## config.mk

```make
export PLATFORM = sky130hd
export DESIGN_NAME = prog_loader
export DESIGN_NICKNAME = d
export VERILOG_FILES = /design/src/rtl/prog_loader.sv
export SDC_FILE = /design/constraint.sdc
export NUM_CORES = 1
export LEC_CHECK = 0
export ABC_AREA = 1
export BUFFER_PORTS_ARGS = -buffer_cell sky130_fd_sc_hd__buf_4
export CORE_MARGIN = 1.5
export CORE_UTILIZATION = 35
export CTS_BUF_LIST = sky130_fd_sc_hd__clkbuf_8
export DETAILED_ROUTE_END_ITERATION = 8
export HOLD_SLACK_MARGIN = 0.02
export PLACE_DENSITY_LB_ADDON = 0.15
export SYNTH_ARGS = -nofsm -noshare
export SYNTH_HDL_FRONTEND = slang
export SYNTH_SLANG_ARGS = --single-unit
```

## constraint.sdc

```tcl
create_clock -name clk -period 2.2 [get_ports clk]
set_clock_uncertainty 0.1 [all_clocks]
set_input_delay 0.11 -clock clk [delete_from_list [all_inputs] [get_ports clk]]
set_output_delay 0.11 -clock clk [all_outputs]
set_load 0.01 [all_outputs]
```

## src/rtl/prog_loader.sv

```systemverilog
// Byte-stream program loader: fills instruction memory from a framed image and holds the core in reset meanwhile.
// Optional trailing checksum byte is enabled by defining PROG_LOADER_CHECKSUM_EN.
module prog_loader #(
    parameter int DEPTH  = 256,
    parameter int ADDR_W = 8
) (
    input  logic              clk,
    input  logic              rst_n,
    input  logic              start,
    input  logic              in_valid,
    input  logic [7:0]        in_data,
    output logic              in_ready,
    output logic              imem_we,
    output logic [ADDR_W-1:0] imem_addr,
    output logic [31:0]       imem_wdata,
    output logic              core_rst,
    output logic              busy,
    output logic              done,
    output logic              err,
    output logic [ADDR_W:0]   words_loaded
);

    typedef enum logic [2:0] {
        IDLE   = 3'd0,
        HDR_LO = 3'd1,
        HDR_HI = 3'd2,
        DATA   = 3'd3,
        WRITE  = 3'd4,
`ifdef PROG_LOADER_CHECKSUM_EN
        CSUM   = 3'd5,
`endif
        DONE   = 3'd6,
        ERR    = 3'd7
    } state_t;

`ifdef PROG_LOADER_CHECKSUM_EN
    localparam state_t AFTER_DATA = CSUM;
`else
    localparam state_t AFTER_DATA = DONE;
`endif

    localparam logic [ADDR_W:0]   WORD_ONE = {{ADDR_W{1'b0}}, 1'b1};
    localparam logic [ADDR_W-1:0] ADDR_ONE = {{(ADDR_W-1){1'b0}}, 1'b1};

    state_t              state_r;
    state_t              state_s;
    logic                start_s;
    logic                accept_s;
    logic [15:0]         len_hdr_s;
    logic [ADDR_W:0]     words_next_s;
    logic                last_word_s;
    logic                in_ready_r;
    logic                imem_we_r;
    logic [ADDR_W-1:0]   imem_addr_r;
    logic [31:0]         imem_wdata_r;
    logic                core_rst_r;
    logic                busy_r;
    logic                done_r;
    logic                err_r;
    logic [ADDR_W:0]     words_loaded_r;
    logic [15:0]         len_r;
    logic [1:0]          byte_idx_r;
`ifdef PROG_LOADER_CHECKSUM_EN
    logic [7:0]          sum_r;
    logic                csum_ok_s;
`endif

    // States in which a byte may be consumed from the stream.
    function automatic logic rx_state(input state_t s);
        case (s)
            HDR_LO, HDR_HI, DATA: rx_state = 1'b1;
`ifdef PROG_LOADER_CHECKSUM_EN
            CSUM:                 rx_state = 1'b1;
`endif
            default:              rx_state = 1'b0;
        endcase
    endfunction

    assign accept_s     = in_valid & in_ready_r;
    assign len_hdr_s    = {in_data, len_r[7:0]};
    assign words_next_s = words_loaded_r + WORD_ONE;
    assign last_word_s  = (16'(words_next_s) == len_r);
`ifdef PROG_LOADER_CHECKSUM_EN
    assign csum_ok_s    = ((sum_r + in_data) == 8'h00);
`endif

    // State register.
    always_ff @(posedge clk or negedge rst_n) begin
        if (!rst_n) begin
            state_r <= IDLE;
        end else begin
            state_r <= state_s;
        end
    end

    // Next-state logic; start is only honoured while no load is running.
    always_comb begin
        state_s = state_r;
        start_s = 1'b0;
        case (state_r)
            IDLE, DONE, ERR: begin
                if (start) begin
                    state_s = HDR_LO;
                    start_s = 1'b1;
                end else begin
                    state_s = state_r;
                end
            end
            HDR_LO: begin
                if (accept_s) state_s = HDR_HI;
                else          state_s = HDR_LO;
            end
            HDR_HI: begin
                if (!accept_s)                  state_s = HDR_HI;
                else if (len_hdr_s > 16'(DEPTH)) state_s = ERR;
                else if (len_hdr_s == 16'd0)     state_s = AFTER_DATA;
                else                             state_s = DATA;
            end
            DATA: begin
                if (accept_s && (byte_idx_r == 2'd3)) state_s = WRITE;
                else                                  state_s = DATA;
            end
            WRITE: begin
                if (last_word_s) state_s = AFTER_DATA;
                else             state_s = DATA;
            end
`ifdef PROG_LOADER_CHECKSUM_EN
            CSUM: begin
                if (!accept_s)     state_s = CSUM;
                else if (csum_ok_s) state_s = DONE;
                else                state_s = ERR;
            end
`endif
            default: begin
                state_s = IDLE;
            end
        endcase
    end

    // Handshake, strobe and status outputs registered from the next state.
    always_ff @(posedge clk or negedge rst_n) begin
        if (!rst_n) begin
            in_ready_r <= 1'b0;
            imem_we_r  <= 1'b0;
            busy_r     <= 1'b0;
        end else begin
            in_ready_r <= rx_state(state_s);
            imem_we_r  <= (state_s == WRITE);
            busy_r     <= rx_state(state_s) | (state_s == WRITE);
        end
    end

    // Word assembly, address/count tracking and sticky completion flags.
    always_ff @(posedge clk or negedge rst_n) begin
        if (!rst_n) begin
            imem_addr_r    <= {ADDR_W{1'b0}};
            imem_wdata_r   <= 32'h0000_0000;
            core_rst_r     <= 1'b0;
            done_r         <= 1'b0;
            err_r          <= 1'b0;
            words_loaded_r <= {(ADDR_W+1){1'b0}};
            len_r          <= 16'h0000;
            byte_idx_r     <= 2'd0;
`ifdef PROG_LOADER_CHECKSUM_EN
            sum_r          <= 8'h00;
`endif
        end else if (start_s) begin
            imem_addr_r    <= {ADDR_W{1'b0}};
            core_rst_r     <= 1'b1;
            done_r         <= 1'b0;
            err_r          <= 1'b0;
            words_loaded_r <= {(ADDR_W+1){1'b0}};
            byte_idx_r     <= 2'd0;
`ifdef PROG_LOADER_CHECKSUM_EN
            sum_r          <= 8'h00;
`endif
        end else begin
            case (state_r)
                HDR_LO: if (accept_s) len_r[7:0]  <= in_data;
                HDR_HI: if (accept_s) len_r[15:8] <= in_data;
                DATA: begin
                    if (accept_s) begin
                        imem_wdata_r[{byte_idx_r, 3'b000} +: 8] <= in_data;
                        byte_idx_r <= byte_idx_r + 2'd1;
`ifdef PROG_LOADER_CHECKSUM_EN
                        sum_r <= sum_r + in_data;
`endif
                    end
                end
                WRITE: begin
                    imem_addr_r    <= imem_addr_r + ADDR_ONE;
                    words_loaded_r <= words_next_s;
                end
                default: len_r <= len_r;
            endcase
            // Release the core only on a complete image; an error keeps it held.
            if ((state_s == DONE) && (state_r != DONE)) begin
                done_r     <= 1'b1;
                core_rst_r <= 1'b0;
            end
            if ((state_s == ERR) && (state_r != ERR)) begin
                err_r <= 1'b1;
            end
        end
    end

    assign in_ready     = in_ready_r;
    assign imem_we      = imem_we_r;
    assign imem_addr    = imem_addr_r;
    assign imem_wdata   = imem_wdata_r;
    assign core_rst     = core_rst_r;
    assign busy         = busy_r;
    assign done         = done_r;
    assign err          = err_r;
    assign words_loaded = words_loaded_r;

endmodule

```

==> qor.csv, run 1 <==
stage,metric,value,unit
drt,viasPerCell,4.867,
timing,min_period_over_period,92.80,%
critical_path,crit_path_frequent_cell,nand2_1,
layout,diodes,0,
layout,fillCellCount,1073,
drt,drtIter0Drc,119,
drt,routed_wl,9.538,mm
critical_path,slowest_stage,dfrtp_1,
global_route,overflow,0,
pwr,p_total,5.203,mW
floorplanning,core_area,0.01037,sq mm
timing,finalSetupViolCount,0,
synth,syn_avg_cell_area,7.972,sq um
global_route,grt_max_degree,77,
timing,rsz0062_at_grt,true,
place,dp_cells,674,
global_route,track_usage,17.59,%
drt,drtPass1Iterations,4,
clocking,root_buffer,clkbuf_8,
critical_path,end_kind,register,
clocking,cts_buffers,9,
clocking,cts_max_path_buffers,2,
worst_hold_path,hold_path.startpoint,start,
clocking,clk_pin_slew,80,ps
floorplanning,top_level_ports,67,
floorplanning,die_x,106.6,um
outcome,outcome,"complete, no violations",
synth,synthArstFlopShare,100.0,%
critical_path,critPathMaxFanout,3,
worst_hold_path,min_path_type,in -> reg,
synth,ys_seq_area_share,50.65,%
timing,finalSetupTns,0,ps
critical_path,critical_path_class,reg -> reg,
drt,vias,3402,
timing,timing.hold.ws,67.11,ps
timing,hold_viol,0,
synth,postSynthCellCount,471,
synth,ys.warnings.count,0,
global_route,grt_pass1_vias,3295,
pwr,seqPwrFrac,38.1,%
drt,wl_per_cell,13.65,um
synth,ys_seq_elements,76,
place,dp_hpwl,6.716,mm
run,cap_viol_max_count,0,
global_route,antenna_found_initial,0,
synth,synth_edf_count,0,
critical_path,max_stage_delay,390,ps
timing,slew_violations,0,
floorplanning,die_height,106.6,um
floorplanning,rows,37,
layout,fin_util,46.16,%
layout,drive_gt1_share,20.25,%
critical_path,crit_required,2340,ps
synth,synth_area,0.003755,sq mm
timing,fin_crit,2042,ps
clocking,ctsHtreeMaxLevel,3,
synth,synthDistinctLibCells,30,
drt,detail-route-antenna-nets,0,
timing,fmax,489.8,MHz
critical_path,crit_start,words_loaded[1]$_DFFE_PN0P_,
clocking,clock_latency,350,ps
critical_path,cp-start-kind,register,
pwr,p_int,3.143,mW
timing,tightest_slew,962.1,ps
layout,mostFrequentLayoutCell,nand2_1,
pwr,p_leak,2.563,nW
critical_path,worstReg2RegStart,words_loaded[1]$_DFFE_PN0P_,
global_route,grt_pass1_wl,15.95,mm
pwr,p_sw_share,39.60,%
pwr,power.density,1087,mW/mm^2
pwr,clock_power_share,23.9,%
pwr,combPwrFrac,38.0,%
floorplanning,die_area,0.01136,sq mm
timing,slew_headroom,35.86,%
layout,nets,577,
layout,final_cell_mix,"nand2_1, dfrtp_1, buf_4, inv_1, nand3_1",
pwr,power_switching,2.060,mW
clocking,clock_sinks,76,
critical_path,critPathArrivalTime,2180,ps
synth,synth_nets,490,
pwr,vdd_drop_max,0.4152,mV
critical_path,crit_chain,"ha_1, inv_1, nand2_1, nand2_1, nor2_1, nand2_1, nor2_1, nand3_1, nor2_1, nand3_1, nand2_1, nand2_2, o21ai_2, nand2_1",
drt,drc,0,
place,io_buffer_count,66,
clocking,tritoncts,done,
layout,stdcell_count,699,
place,gp_congestion,0.8345,
floorplanning,initial_core_util,36.21,%
synth,synth_flop_cell,dfrtp_1,
layout,area_growth,27.49,%
flip-flops by register name, summed over array words and instances, names as in the netlist:
| register | count |
|---|---|
| imem_wdata | 32 |
| len_r | 16 |
| words_loaded | 9 |
| imem_addr | 8 |
| state_r | 3 |
| byte_idx_r | 2 |
| busy | 1 |
| core_rst | 1 |
| done | 1 |
| err | 1 |
| imem_we | 1 |
| in_ready | 1 |
routing by layer:
| metal | GRT usage (%) | vias up | part of all wire, % |
|---|---|---|---|
| met4 | 4.952 | 0 | 0.78 |
| met2 | 27.61 | 80 | 46 |
| met5 | 0 | - | 0 |
| met1 | 24.59 | 1614 | 49 |
| li1 | - | 1701 | - |
| met3 | 3.647 | 7 | 3.8 |
what timing repair did:
item	4_1_cts	5_1_grt
endpoints found under the setup margin	0	5
resized for setup	0	5
setup buffers	0	0
endpoints found under the hold margin	104	0
hold buffers	9	0
synth_stat cells, types with 4 or more instances:
| cell | number | area [sq um] |
|---|---|---|
| dfrtp_1 | 76 | 1902 |
| o21ai_0 | 53 | 265.3 |
| clkbuf_1 | 6 | 22.52 |
| a21oi_1 | 14 | 70.07 |
| inv_1 | 67 | 251.5 |
| nand2_2 | 5 | 31.28 |
| nand4_1 | 7 | 43.79 |
| nor2_1 | 29 | 108.9 |
| nand3_1 | 56 | 280.3 |
| nand2_1 | 118 | 442.9 |
| o22ai_1 | 4 | 25.02 |
| nor3_1 | 5 | 25.02 |
| ha_1 | 7 | 87.58 |
cell families after synthesis:
family          synth area share [%]
fa+ha+maj                      2.332
buf+inv                        7.931
flops                          50.65
simple gates                   27.76
compound gates                 11.33
area by class of cell:
| cell class | instances | area [sq um] | area share [%] |
|---|---|---|---|
| flip-flops and latches | 76 | 1902 | 39.73 |
| multi-input cells | 317 | 1567 | 32.72 |
| repair buffers | 84 | 653.1 | 13.64 |
| inverters | 70 | 265.3 | 5.541 |
| well taps | 136 | 170.2 | 3.555 |
| clock buffers | 10 | 137.6 | 2.875 |
| clock inverters | 6 | 92.59 | 1.934 |
power groups by stage:
stage	Clock (mW)	Sequential [mW]	Combinational, mW
2_1_floorplan	0	2.04	1.15
3_3_place_gp	0	2.00	1.92
3_5_place_dp	0	2.00	1.95
4_1_cts	1.28	1.98	1.97
5_1_grt	1.34	2.03	2.23
6_report	1.25	1.98	1.97
final timing paths:
| path | end | slack, ps | depth (start not counted) |
|---|---|---|---|
| setup reg to reg | busy$_DFF_PN0_ | 160 | 14 |
| min in group asynchronous | words_loaded[6]$_DFFE_PN0P_ | 300 | 2 |
| setup / recovery | busy$_DFF_PN0_ | 160 | 14 |
| max in group asynchronous | len_r[1]$_DFFE_PN0P_ | 1030 | 2 |
| hold / removal | err$_DFFE_PN0P_ | 70 | 4 |
| hold reg to reg | len_r[14]$_DFFE_PN0P_ | 390 | 2 |
metrics by stage:
step                instance area (sq um)  worst slack, ps
CTS                                  4776            187.7
global route                         4787           -57.57
finish                               4787            158.5
floorplan                            3755            169.7
global placement                     4456            225.9
detailed placement                   4456            186.1
worst max-delay path: cells and delay by family, from the launching register on:
family	cells	cell delay, ps
DFF	1	390
and+or+nand+nor	11	960
AOI/OAI and AO/OA	1	130
adders and majority gates	1	320
buffers and inverters	1	50
Note: power is estimated with default switching activity, not from simulation.
==> run 2: changes to the inputs <==
--- a/config.mk
+++ b/config.mk
@@ -7,11 +7,12 @@
 export LEC_CHECK = 0
 export ABC_AREA = 1
 export BUFFER_PORTS_ARGS = -buffer_cell sky130_fd_sc_hd__buf_4
-export CORE_MARGIN = 1.5
+export CORE_MARGIN = 10
 export CORE_UTILIZATION = 35
 export CTS_BUF_LIST = sky130_fd_sc_hd__clkbuf_8
 export DETAILED_ROUTE_END_ITERATION = 8
-export HOLD_SLACK_MARGIN = 0.02
+export HOLD_SLACK_MARGIN = 0.08
+export MAX_ROUTING_LAYER = met4
 export PLACE_DENSITY_LB_ADDON = 0.15
 export SYNTH_ARGS = -nofsm -noshare
 export SYNTH_HDL_FRONTEND = slang
==> run 2 against run 1 <==
Against the previous run:
- final cell count increased by 0.29%
- via count shrank 0.56%
- total power shrank 3.7%
- first-iteration DRC count grew 89%
- cell area down 0.24%
- critical path type unchanged
- largest power group unchanged
==> qor.csv, run 2 (synthesis results as in run 1) <==
stage,metric,value,unit,change
pwr,p_sw_share,40.37,%,+0.77 points
layout,nets,579,,+0.35%
critical_path,slowest_stage,dfrtp_1,,
layout,final_cell_mix,"nand2_1, dfrtp_1, buf_4, inv_1, nand3_1",,
critical_path,crit_chain,"ha_1, inv_1, nand2_1, nand2_1, nor2_1, nand2_1, nor2_1, nand3_1, nor2_1, nand3_1, a21oi_1, nand3_1, nand2_1, nand2_1",,
place,dp_hpwl,7.254,mm,+8.0%
clocking,cts_buffers,9,,unchanged
pwr,p_total,5.008,mW,-3.7%
global_route,grt_max_degree,43,,-44%
layout,fillCellCount,1060,,-1.2%
global_route,antenna_found_initial,0,,unchanged
timing,slew_headroom,67.08,%,+31 points
timing,setup_ws,188.9,ps,+30.47 ps
timing,slew_violations,0,,unchanged
floorplanning,top_level_ports,67,,unchanged
floorplanning,die_x,123.6,um,+16%
worst_hold_path,min_path_type,in -> async,,
pwr,seqPwrFrac,39.5,%,+1.4 points
pwr,clock_power_share,21.1,%,-2.8 points
timing,finalSetupTns,0,ps,unchanged
floorplanning,initial_core_util,36.21,%,unchanged
pwr,p_int,2.986,mW,-5.0%
layout,area_growth,27.19,%,
layout,diodes,0,,unchanged
drt,vias,3383,,-0.56%
timing,fmax,497.2,MHz,+1.5%
drt,drtIter0Drc,225,,+89%
critical_path,critPathMaxFanout,3,,unchanged
drt,wl_per_cell,14.28,um,+4.7%
drt,detail-route-antenna-nets,0,,unchanged
floorplanning,core_area,0.01037,sq mm,unchanged
place,dp_cells,675,,+0.15%
layout,design_area,0.004776,sq mm,-0.24%
clocking,ctsHtreeMaxLevel,3,,unchanged
drt,drtPass1Iterations,5,,+1
timing,tightest_slew,493.8,ps,-468.3 ps
place,gp_congestion,0.8632,,+3.4%
layout,stdcell_count,701,,+0.29%
clocking,clk_pin_slew,90,ps,about the same
critical_path,max_stage_delay,390,ps,about the same
clocking,cts_max_path_buffers,2,,unchanged
timing,fin_crit,2011,ps,-30.47 ps
critical_path,critical_path_class,reg -> reg,,
clocking,root_buffer,clkbuf_8,,
outcome,outcome,"complete, no violations",,
timing,min_period_over_period,91.41,%,-1.4 points
critical_path,crit_path_frequent_cell,nand2_1,,
drt,viasPerCell,4.826,,-0.84%
pwr,power_switching,2.022,mW,-1.9%
pwr,vdd_drop_max,0.5009,mV,+21%
global_route,grt_pass1_vias,3406,,+3.4%
place,dpl_cell_area,0.004476,sq mm,+0.45%
layout,fin_util,46.05,%,-0.11 points
layout,mostFrequentLayoutCell,nand2_1,,
clocking,post_cts_buffers,0,,unchanged
drt,routed_wl,10.01,mm,+5.0%
layout,drive_gt1_share,20.00,%,-0.25 points
timing,timing.hold.ws,161.0,ps,+93.90 ps
global_route,overflow,0,,unchanged
global_route,grt_pass1_wl,17.11,mm,+7.3%
critical_path,end_kind,register,,
layout,seq_area,0.001902,sq mm,unchanged
timing,hold_viol,0,,unchanged
layout,largest_reg_flops,32,,unchanged
drt,drc,0,,unchanged
clocking,clock_sinks,76,,unchanged
layout,multi_input_area,0.001563,sq mm,-0.24%
global_route,track_usage,14.22,%,-3.4 points
timing,rsz0062_at_grt,false,,
place,pre_cts_slack,190.2,ps,+4.136 ps
place,io_buffer_count,66,,unchanged
timing,finalSetupViolCount,0,,unchanged
clocking,tritoncts,done,,
run,cap_viol_max_count,0,,unchanged
floorplanning,rows,37,,unchanged
floorplanning,die_area,0.01527,sq mm,+34%
critical_path,crit_required,2320,ps,-20 ps
clocking,clock_latency,340,ps,about the same
critical_path,critPathArrivalTime,2130,ps,-50 ps
critical_path,cp-start-kind,register,,
floorplanning,die_height,123.6,um,+16%
pwr,p_leak,2.567,nW,+0.17%
pwr,power.density,1049,mW/mm^2,-3.5%
pwr,combPwrFrac,39.5,%,+1.5 points
run 2: cell type report:
| class | instances | share of cell area [%] |
|---|---|---|
| sequential | 76 | 39.82 |
| tap | 136 | 3.563 |
| inverter | 70 | 5.554 |
| timing repair buffer | 86 | 14.30 |
| clock inverter | 7 | 1.441 |
| multi-input combinational | 317 | 32.72 |
| clock buffer | 9 | 2.594 |
run 2: what timing repair did:
action	4_1_cts	5_1_grt
setup endpoints to repair	0	4
hold endpoints to repair	120	0
hold buffers	10	0
gates resized for setup	0	4
run 2: final timing paths:
path | from | end | slack, ps | cells after the start
min | rst_n | words_loaded[5]$_DFFE_PN0P_ | 160 | 2
max in group asynchronous | rst_n | imem_wdata[20]$_DFFE_PN0P_ | 1240 | 3
min in group clk | in_valid | len_r[15]$_DFFE_PN0P_ | 190 | 5
max | words_loaded[1]$_DFFE_PN0P_ | core_rst$_DFFE_PN0P_ | 190 | 14
min reg2reg | core_rst$_DFFE_PN0P_ | core_rst$_DFFE_PN0P_ | 380 | 2
max reg2reg | words_loaded[1]$_DFFE_PN0P_ | core_rst$_DFFE_PN0P_ | 190 | 14
run 2: power by group through the flow:
stage | logic (mW) | clock network [mW] | registers, mW
finish | 1.98 | 1.06 | 1.98
global route | 2.25 | 1.16 | 2.03
CTS | 2.00 | 1.10 | 1.98
detailed placement | 1.97 | 0 | 2.00
global placement | 1.94 | 0 | 2.00
floorplan | 1.15 | 0 | 2.04
run 2: worst max-delay path, delay by kind of cell (launching register included):
family / cells / cell delay (ps)
compound gates: 1 / 190
simple gates: 11 / 860
fa+ha+maj: 1 / 310
buf+inv: 1 / 40
flops: 1 / 390
run 2: per-layer routing:
layer / wire, um / part of all wire [%] / GRT usage, %
met3: 553 / 5.5 / 3.529
met2: 4469 / 45 / 21.21
met4: 117 / 1.2 / 3.785
met1: 4870 / 49 / 18.92
met5: 0 / 0 / -
